`src/rtl/sumdiff_pkg.sv`:
```
// Shared encodings for the sum/diff decoder: select kinds (matching the arithmetic unit) and FSM states.
package sumdiff_pkg;

  localparam int unsigned SEL_W = 2;

  localparam logic [SEL_W-1:0] KIND_A    = 2'b00;
  localparam logic [SEL_W-1:0] KIND_B    = 2'b01;
  localparam logic [SEL_W-1:0] KIND_SUM  = 2'b10;
  localparam logic [SEL_W-1:0] KIND_DIFF = 2'b11;

  typedef enum logic [1:0] {
    EMPTY = 2'd0,
    ONE   = 2'd1,
    OUT   = 2'd2
  } state_t;

endpackage

```
`src/rtl/sumdiff_solve.sv`:
```
// Combinational solver: recovers (a, b) from two distinct {kind, value} captures and flags
// inconsistent or out-of-range results.
module sumdiff_solve #(
  parameter int unsigned W = 8
) (
  input  logic [1:0]          kind0,
  input  logic signed [W:0]   val0,
  input  logic [1:0]          kind1,
  input  logic signed [W:0]   val1,
  output logic signed [W-1:0] a,
  output logic signed [W-1:0] b,
  output logic                err
);
  import sumdiff_pkg::*;

  localparam int unsigned SW = W + 2;
  localparam int unsigned HW = SW - W + 1;

  logic signed [SW-1:0] x0, x1;
  logic signed [SW-1:0] va, vb, vs, vd;
  logic signed [SW-1:0] t_sum, t_dif;
  logic signed [SW-1:0] ra, rb;
  logic                 has_a, has_b, has_s, has_d;
  logic                 odd, bad_pair;

  // A value fits W signed bits when its top HW bits are all copies of the sign.
  function automatic logic fits(input logic signed [SW-1:0] x);
    return (x[SW-1:W-1] == {HW{1'b0}}) || (x[SW-1:W-1] == {HW{1'b1}});
  endfunction

  always_comb begin
    x0       = SW'(val0);
    x1       = SW'(val1);
    has_a    = (kind0 == KIND_A)    || (kind1 == KIND_A);
    has_b    = (kind0 == KIND_B)    || (kind1 == KIND_B);
    has_s    = (kind0 == KIND_SUM)  || (kind1 == KIND_SUM);
    has_d    = (kind0 == KIND_DIFF) || (kind1 == KIND_DIFF);
    va       = (kind0 == KIND_A)    ? x0 : x1;
    vb       = (kind0 == KIND_B)    ? x0 : x1;
    vs       = (kind0 == KIND_SUM)  ? x0 : x1;
    vd       = (kind0 == KIND_DIFF) ? x0 : x1;
    t_sum    = vs + vd;
    t_dif    = vs - vd;
    ra       = '0;
    rb       = '0;
    odd      = 1'b0;
    bad_pair = 1'b0;

    case ({has_a, has_b, has_s, has_d})
      4'b1100: begin ra = va;           rb = vb;           end
      4'b1010: begin ra = va;           rb = vs - va;      end
      4'b1001: begin ra = va;           rb = va - vd;      end
      4'b0110: begin ra = vs - vb;      rb = vb;           end
      4'b0101: begin ra = vd + vb;      rb = vb;           end
      4'b0011: begin
        ra  = t_sum >>> 1;
        rb  = t_dif >>> 1;
        odd = t_sum[0];
      end
      default: bad_pair = 1'b1;
    endcase

    err = bad_pair || odd || !fits(ra) || !fits(rb);
    a   = err ? '0 : ra[W-1:0];
    b   = err ? '0 : rb[W-1:0];
  end

endmodule

```
`src/rtl/sumdiff_decoder.sv`:
```
// Rebuilds (a, b) operands from a stream of tagged select/add/subtract results; one captured
// slot plus the live word feed the solver, and the result is held on a valid/ready output.
module sumdiff_decoder #(
  parameter int unsigned W = 8
) (
  input  logic                clk,
  input  logic                rst,
  input  logic                clear,
  input  logic                in_valid,
  output logic                in_ready,
  input  logic [1:0]          in_sel,
  input  logic signed [W:0]   in_c,
  output logic                out_valid,
  input  logic                out_ready,
  output logic signed [W-1:0] out_a,
  output logic signed [W-1:0] out_b,
  output logic                out_err
);
  import sumdiff_pkg::*;

  state_t               state;
  logic [1:0]           slot_kind;
  logic signed [W:0]    slot_val;
  logic                 in_acc;
  logic                 out_xfer;
  logic signed [W-1:0]  sol_a, sol_b;
  logic                 sol_err;

  assign in_ready = (state != OUT);
  assign in_acc   = in_valid && in_ready;
  assign out_xfer = out_valid && out_ready;

  sumdiff_solve #(.W(W)) u_solve (
    .kind0 (slot_kind),
    .val0  (slot_val),
    .kind1 (in_sel),
    .val1  (in_c),
    .a     (sol_a),
    .b     (sol_b),
    .err   (sol_err)
  );

  // Capture FSM; clear outranks every other event except rst.
  always_ff @(posedge clk or posedge rst) begin
    if (rst) begin
      state     <= EMPTY;
      out_valid <= 1'b0;
      out_a     <= '0;
      out_b     <= '0;
      out_err   <= 1'b0;
      slot_kind <= KIND_A;
      slot_val  <= '0;
    end else if (clear) begin
      state     <= EMPTY;
      out_valid <= 1'b0;
      slot_kind <= KIND_A;
      slot_val  <= '0;
    end else begin
      case (state)
        EMPTY: begin
          if (in_acc) begin
            slot_kind <= in_sel;
            slot_val  <= in_c;
            state     <= ONE;
          end
        end
        ONE: begin
          if (in_acc) begin
            if (in_sel == slot_kind) begin
              slot_val <= in_c;
            end else begin
              out_a     <= sol_a;
              out_b     <= sol_b;
              out_err   <= sol_err;
              out_valid <= 1'b1;
              state     <= OUT;
            end
          end
        end
        OUT: begin
          if (out_xfer) begin
            out_valid <= 1'b0;
            slot_kind <= KIND_A;
            slot_val  <= '0;
            state     <= EMPTY;
          end
        end
        default: state <= EMPTY;
      endcase
    end
  end

endmodule

```
`config.mk`:
```
export PLATFORM = sky130hd
export DESIGN_NAME = sumdiff_decoder
export DESIGN_NICKNAME = d
export VERILOG_FILES = /design/src/rtl/sumdiff_pkg.sv /design/src/rtl/sumdiff_solve.sv /design/src/rtl/sumdiff_decoder.sv
export SDC_FILE = /design/constraint.sdc
export NUM_CORES = 1
export LEC_CHECK = 0
export CAP_MARGIN = 10
export CELL_PAD_IN_SITES_DETAIL_PLACEMENT = 1
export CELL_PAD_IN_SITES_GLOBAL_PLACEMENT = 1
export CORE_MARGIN = 5
export CORE_UTILIZATION = 46
export DETAILED_ROUTE_END_ITERATION = 10
export PLACE_DENSITY_LB_ADDON = 0.1
export SYNTH_ARGS = -nofsm -noshare
export SYNTH_HDL_FRONTEND = slang
export SYNTH_HIERARCHICAL = 1
export SYNTH_SLANG_ARGS = --single-unit
```
`constraint.sdc`:
```
create_clock -name clk -period 5.9 [get_ports clk]
set_clock_uncertainty 0.15 [all_clocks]
set_input_delay 1.77 -clock clk [delete_from_list [all_inputs] [get_ports clk]]
set_output_delay 1.77 -clock clk [all_outputs]
set_load 0.01 [all_outputs]
```
-- Word level (Yosys, flattened, before mapping)
Index checks and enable logic that the tools add are counted.
Widths: inputs -> output; s select.
- output and inout bits: 19
- word-level logic and storage cells: 97
- register bits after elaboration: 31
- input port bits: 16
- mux-type cells: 30
- bitwise logic cells: 2
- add/subtract/negate cells: 6
- reductions and logical operators: 29
- equality and inequality tests: 23
- operator list (kind ; number):
    $pmux 10 s4 ; 2
    $mux 9 ; 5
    $mux 10 ; 4
    $sub 10x10->10 ; 4
    $pmux 9 s3 ; 1
    $add 10x10->10 ; 2
    $mux 8 ; 2
    $ne 3x3->1 const B ; 5
    $mux 2 ; 7
    $eq 4x4->1 const B ; 3
    $reduce_and 4->1 ; 3
    $eq 2x2->1 const B ; 5
    $logic_or 1x1->1 ; 9
    $eq 4x3->1 const B ; 2
    $eq 2x1->1 const B ; 3
    $eq 3x3->1 const B ; 2
    $logic_not 2->1 ; 3
    $logic_not 3->1 ; 2
    $mux 1 ; 6
    $pmux 2 s3 ; 1
    $reduce_bool 3->1 ; 2
    $reduce_or 3->1 ; 2
    $reduce_or 6->1 ; 1
    $reduce_and 5->1 ; 1
    other kinds (10) ; 13

-- Logic depth before layout (Yosys ltp)
- word-level depth: 11
- mapped depth: 22
- depth with buffers taken out: 17

-- Cells and area by module
Netlist, hierarchy kept.
- modules (own cells, without submodules) (module ; area an instance (sq um) ; times used ; sequential area each (sq um) ; cells an instance):
    sumdiff_solve ; 3870.0 ; 1 ; 0.0 ; 565
    sumdiff_decoder ; 1363.8 ; 1 ; 775.7 ; 106

-- Worst setup path after synthesis
OpenSTA, ideal clock, no wires.
- path type: input port to flip-flop
- from: input in_c[1]
- to: register out_a[3]
- arrival time: 5047 ps
- buffers on the path: 3
- stages on the path: 16
- slack: 578 ps
- required time: 5625 ps
- setup time: 125 ps
- path through: buf_2 -> clkbuf_1 -> mux2i_1 -> inv_1 -> fa_1 -> nor2b_1 -> nor2_1 -> a221oi_1 -> o221ai_1 -> mux2i_1 -> a211oi_1 -> a21oi_1 -> mux2i_1 -> buf_4 -> nor3_2 -> mux2_4
- word-level cells in the longest chain between the ends: 9
- elaborated cells on any way between the ends: 23
- those cells by class: 6 x add/sub; 2 x eq/ne; 7 x mux; 8 x reduce/logical
- RTL lines (element ; line ; text):
    start: declaration ; sumdiff_decoder.sv:12 ; input logic signed [W:0] in_c,
    $mux 10 (on tied branches) ; sumdiff_solve.sv:40, sumdiff_solve.sv:39, sumdiff_solve.sv:41 ;
    $add 10x10->10, or another cell as far along ; sumdiff_solve.sv:42 ; t_sum = vs + vd;
    $pmux 10 s4 ; sumdiff_solve.sv:49 ; case ({has_a, has_b, has_s, has_d})
    $eq 3x3->1 / $logic_not 3->1 (equally long branches) ; sumdiff_solve.sv:28 ; return (x[SW-1:W-1] == {HW{1'b0}}) || (x[SW-1:W-1] == {HW{1'b1}});
    $logic_or 1x1->1 ; sumdiff_solve.sv:28 ;
    $logic_not 1->1 ; sumdiff_solve.sv:63 ; err = bad_pair || odd || !fits(ra) || !fits(rb);
    $logic_or 1x1->1 (2 in a row) ; sumdiff_solve.sv:63 ;
    $mux 8 (*) ; sumdiff_solve.sv:64 ; a = err ? '0 : ra[W-1:0];
    via sol_a[3] ; sumdiff_decoder.sv:26 ; logic signed [W-1:0] sol_a, sol_b;
    end signal: assignment ; sumdiff_decoder.sv:72 ; out_a <= sol_a;
    end: declaration ; sumdiff_decoder.sv:15 ; output logic signed [W-1:0] out_a,
Mark *: on every way through the listed nets, which the timed path passes. The rest lies on a longest branch.
A chain may end at the register's enable or synchronous reset.

-- Worst setup path after layout
- from: input in_c[0]
- to: register out_a[0]
The elaborated chain is that of the path after synthesis.

==> metrics.md <==
| Metric | Value |
|---|---|
| CTS Hold Bufs | `0` |
| Final Hold Fails | `0` |
| Synth Net Count | `736` |
| Clk_lat worst skew | `300 ps` |
| Most frequent cells in the layout | `nand2_1, inv_1, ha_1` |
| DP HPWL | `16400 µm` |
| Register area | `776 µm²` |
| Flops & latches, synth | `31` |
| Row count | `39` |
| Final ANT Viol Nets | `0` |
| Fmax | `0.176 GHz` |
| Pin count of the biggest net entering global routing | `32` |
| Post-layout min period | `5670 ps` |
| Ys async rst share | `1.00` |
| IO Count | `35` |
| Top post-synthesis cells by area | `dfrtp_1, ha_1, nand2_1` |
| Port bufs | `34` |
| NetSw | `0.000770 W` |
| DRC viols | `0` |
| Leakage power | `2.81 nW` |
| Power share of the combinational group | `0.659` |
| Switching power share of the total | `0.477` |
| Met2 GRT Util | `0.522` |
| Maxcap violations | `0` |
| DR vias/cell | `6.39` |
| Internal power | `0.000842 W` |
| DIE AREA | `13600 µm²` |
| Antenna violations before repair | `0` |
| Met1 usage | `0.411` |
| DR vias | `5529` |
| Clock root cell | `clkbuf_16` |
| Mapped Avg Cell Area | `7.80 µm²` |
| RSZ-0062 raised after global routing | `false` |
| CP Max Fanout | `15` |
| Total power | `0.00161 W` |
| Slew headroom | `0.207` |
| Core region area | `11300 µm²` |
| Placed Area | `5930 µm²` |
| Total congestion overflow | `0` |
| Layout cells sized above 1 | `0.155` |
| Layout area overhead | `16.1%` |
| Die Span Y | `117 µm` |
| Clk slew on worst S/H paths | `60 ps` |
| Fillcell total | `1393` |
| Area occupied by multi-input gates | `4080 µm²` |
| Slew @ Worst Pin | `1190 ps` |
| TritonCTS Buffers | `5` |
| Worst setup startpoint | `in_c[0]` |
| Post-synthesis cell type count | `80` |
| Core Util, Final | `0.539` |
| Cell area after layout | `6080 µm²` |
| WS Path Type | `in2reg` |
| Share of the synthesized area in the top cell type | `0.148` |
| CTS max path bufs | `2` |
| Clock network power share | `0.169` |
| Tcrit/Tclk final | `0.962` |
| PwrDens | `265 nW/µm²` |
| Die width | `117 µm` |
| Pre-antenna DRT Iters | `5` |
| Diode count | `0` |
| GRT Max-Usage Layer | `met2` |
| Hold crit path type | `reg2reg` |
| Total GRT Usage | `0.312` |
| Vias in the first global route | `5731` |
| Crit end category | `register` |
| Final GP Congestion | `0.986` |
| CP Launch Type | `input pin` |
| Post-synth top area cell | `dfrtp_1` |
| YS warnings | `6` |
| First-pass GRT wire length | `32200 µm` |
| Outcome | `finished, final reports clean` |
| Maximum vdd drop | `0.171 mV` |
| Post-synthesis cell count | `671` |
| Synth Flop Type | `dfrtp_1` |
| Wire length per cell | `24.0 µm` |
| H-tree Lvls | `2` |
| Number of synthesized flops with an enable pin | `0` |
| Initial Util | `0.464` |
| Slew Limit Fails | `0` |
| Reg-to-Reg Start | `slot_kind[0]$_DFFE_PP0P_` |
| Synthesized area | `5230 µm²` |
| CTS tree | `done` |
| Register area share after synthesis | `0.148` |
| CP required | `5920 ps` |
| # setup viols final | `0` |
| Sequential fraction of design power | `0.171` |
| Startpoint of the worst hold path | `out_a[7]$_DFFE_PP0P_` |
| CTS sink cnt | `31` |
| Most common cell after layout, fill and taps aside | `nand2_1` |
| WP data arrival | `5700 ps` |
| Met3 usage | `0.0477` |
| Final #Nets | `786` |
| First DRT Iteration DRCs | `392` |
| Final WL | `20800 µm` |
==> critical path, stage by stage <==
cell and delay (ps):
clkdlybuf4s50_1 440, mux2_2 300, ha_1 250, fa_1 460, nor2b_1 250, nor2_1 100, a221oi_1 410, o221ai_1 290
mux2i_1 180, a211oi_2 290, a21oi_1 140, mux2i_2 260, buf_12 200, nor3_1 60, mux2_2 280
==> power by group through the flow <==
stage               Combinational (W)  Sequential (W)  Clock [W]
global route                  0.00113        0.000282   0.000283
detailed placement            0.00103        0.000278          0
floorplan                    0.000677        0.000273          0
global placement              0.00100        0.000277          0
CTS                           0.00104        0.000276   0.000278
finish                        0.00106        0.000276   0.000273
==> state kept, by name (all words and copies together) (netlist names) <==
| name | flops |
|---|---|
| out_b | 8 |
| out_a | 8 |
| out_valid | 1 |
| state | 2 |
| slot_val | 9 |
| out_err | 1 |
| slot_kind | 2 |
==> timing repair <==
item                                    in CTS  in global routing
endpoints found under the setup margin       0                 15
setup buffers                                0                  0
gates resized for setup                      0                  1
==> routing by layer <==
layer	part of all wire	vias up	wire [µm]
met4	0.026	0	533
met1	0.44	2740	9080
li1	-	2523	-
met3	0.067	42	1400
met2	0.47	224	9770
met5	0	-	0
==> through the flow <==
stage               setup slack [ps]  hold WS, ps  std cells  TNS [ps]
global route                    48.7          379        865         0
finish                           227          357        865         0
CTS                              181          361        865         0
detailed placement             -89.1          343        857      -855
global placement                20.9          342        857         0
floorplan                        578          310        671         0
==> final timing paths <==
check / slack (ps) / to / cells after the start
worst max-delay path: 230 / out_a[0]$_DFFE_PP0P_ / 15
worst min-delay path: 360 / out_a[7]$_DFFE_PP0P_ / 1
worst max register to register: 920 / out_a[0]$_DFFE_PP0P_ / 17
worst min register to register: 360 / out_a[7]$_DFFE_PP0P_ / 1
max in group asynchronous: 3520 / state[1]$_DFFE_PP0P_ / 3
min in group asynchronous: 1750 / out_a[2]$_DFFE_PP0P_ / 3
==> layout make-up <==
| cell class | count | area share |
|---|---|---|
| Inverter | 51 | 0.0315 |
| Sequential cell | 31 | 0.128 |
| Clock buffer | 6 | 0.0212 |
| Tap cell | 143 | 0.0294 |
| Timing Repair Buffer | 80 | 0.117 |
| Multi-Input combinational cell | 552 | 0.671 |
| Clock inverter | 2 | 0.00206 |
==> cells by family after synthesis <==
group | count (synthesis) | synth area share
AOI/OAI and AO/OA | 178 | 0.239
xor gates and xnor gates | 42 | 0.0703
adders and majority gates | 51 | 0.123
buffers and inverters | 88 | 0.0743
DFF | 31 | 0.148
muxes | 53 | 0.115
and+or+nand+nor | 228 | 0.230
==> cells in the mapped netlist (11+ instances only) <==
library cell / instances
inv_1: 51
a21oi_1: 44
xnor2_1: 27
xor2_1: 15
a21o_1: 14
nor2b_1: 15
nand2_1: 87
mux2_2: 19
nand2b_1: 19
ha_1: 48
dfrtp_1: 31
mux2i_1: 24
a221oi_1: 11
o21ai_0: 26
buf_2: 11
nor2_1: 30
nor3_1: 13
clkbuf_1: 17
(Power assumes the default switching activity.)
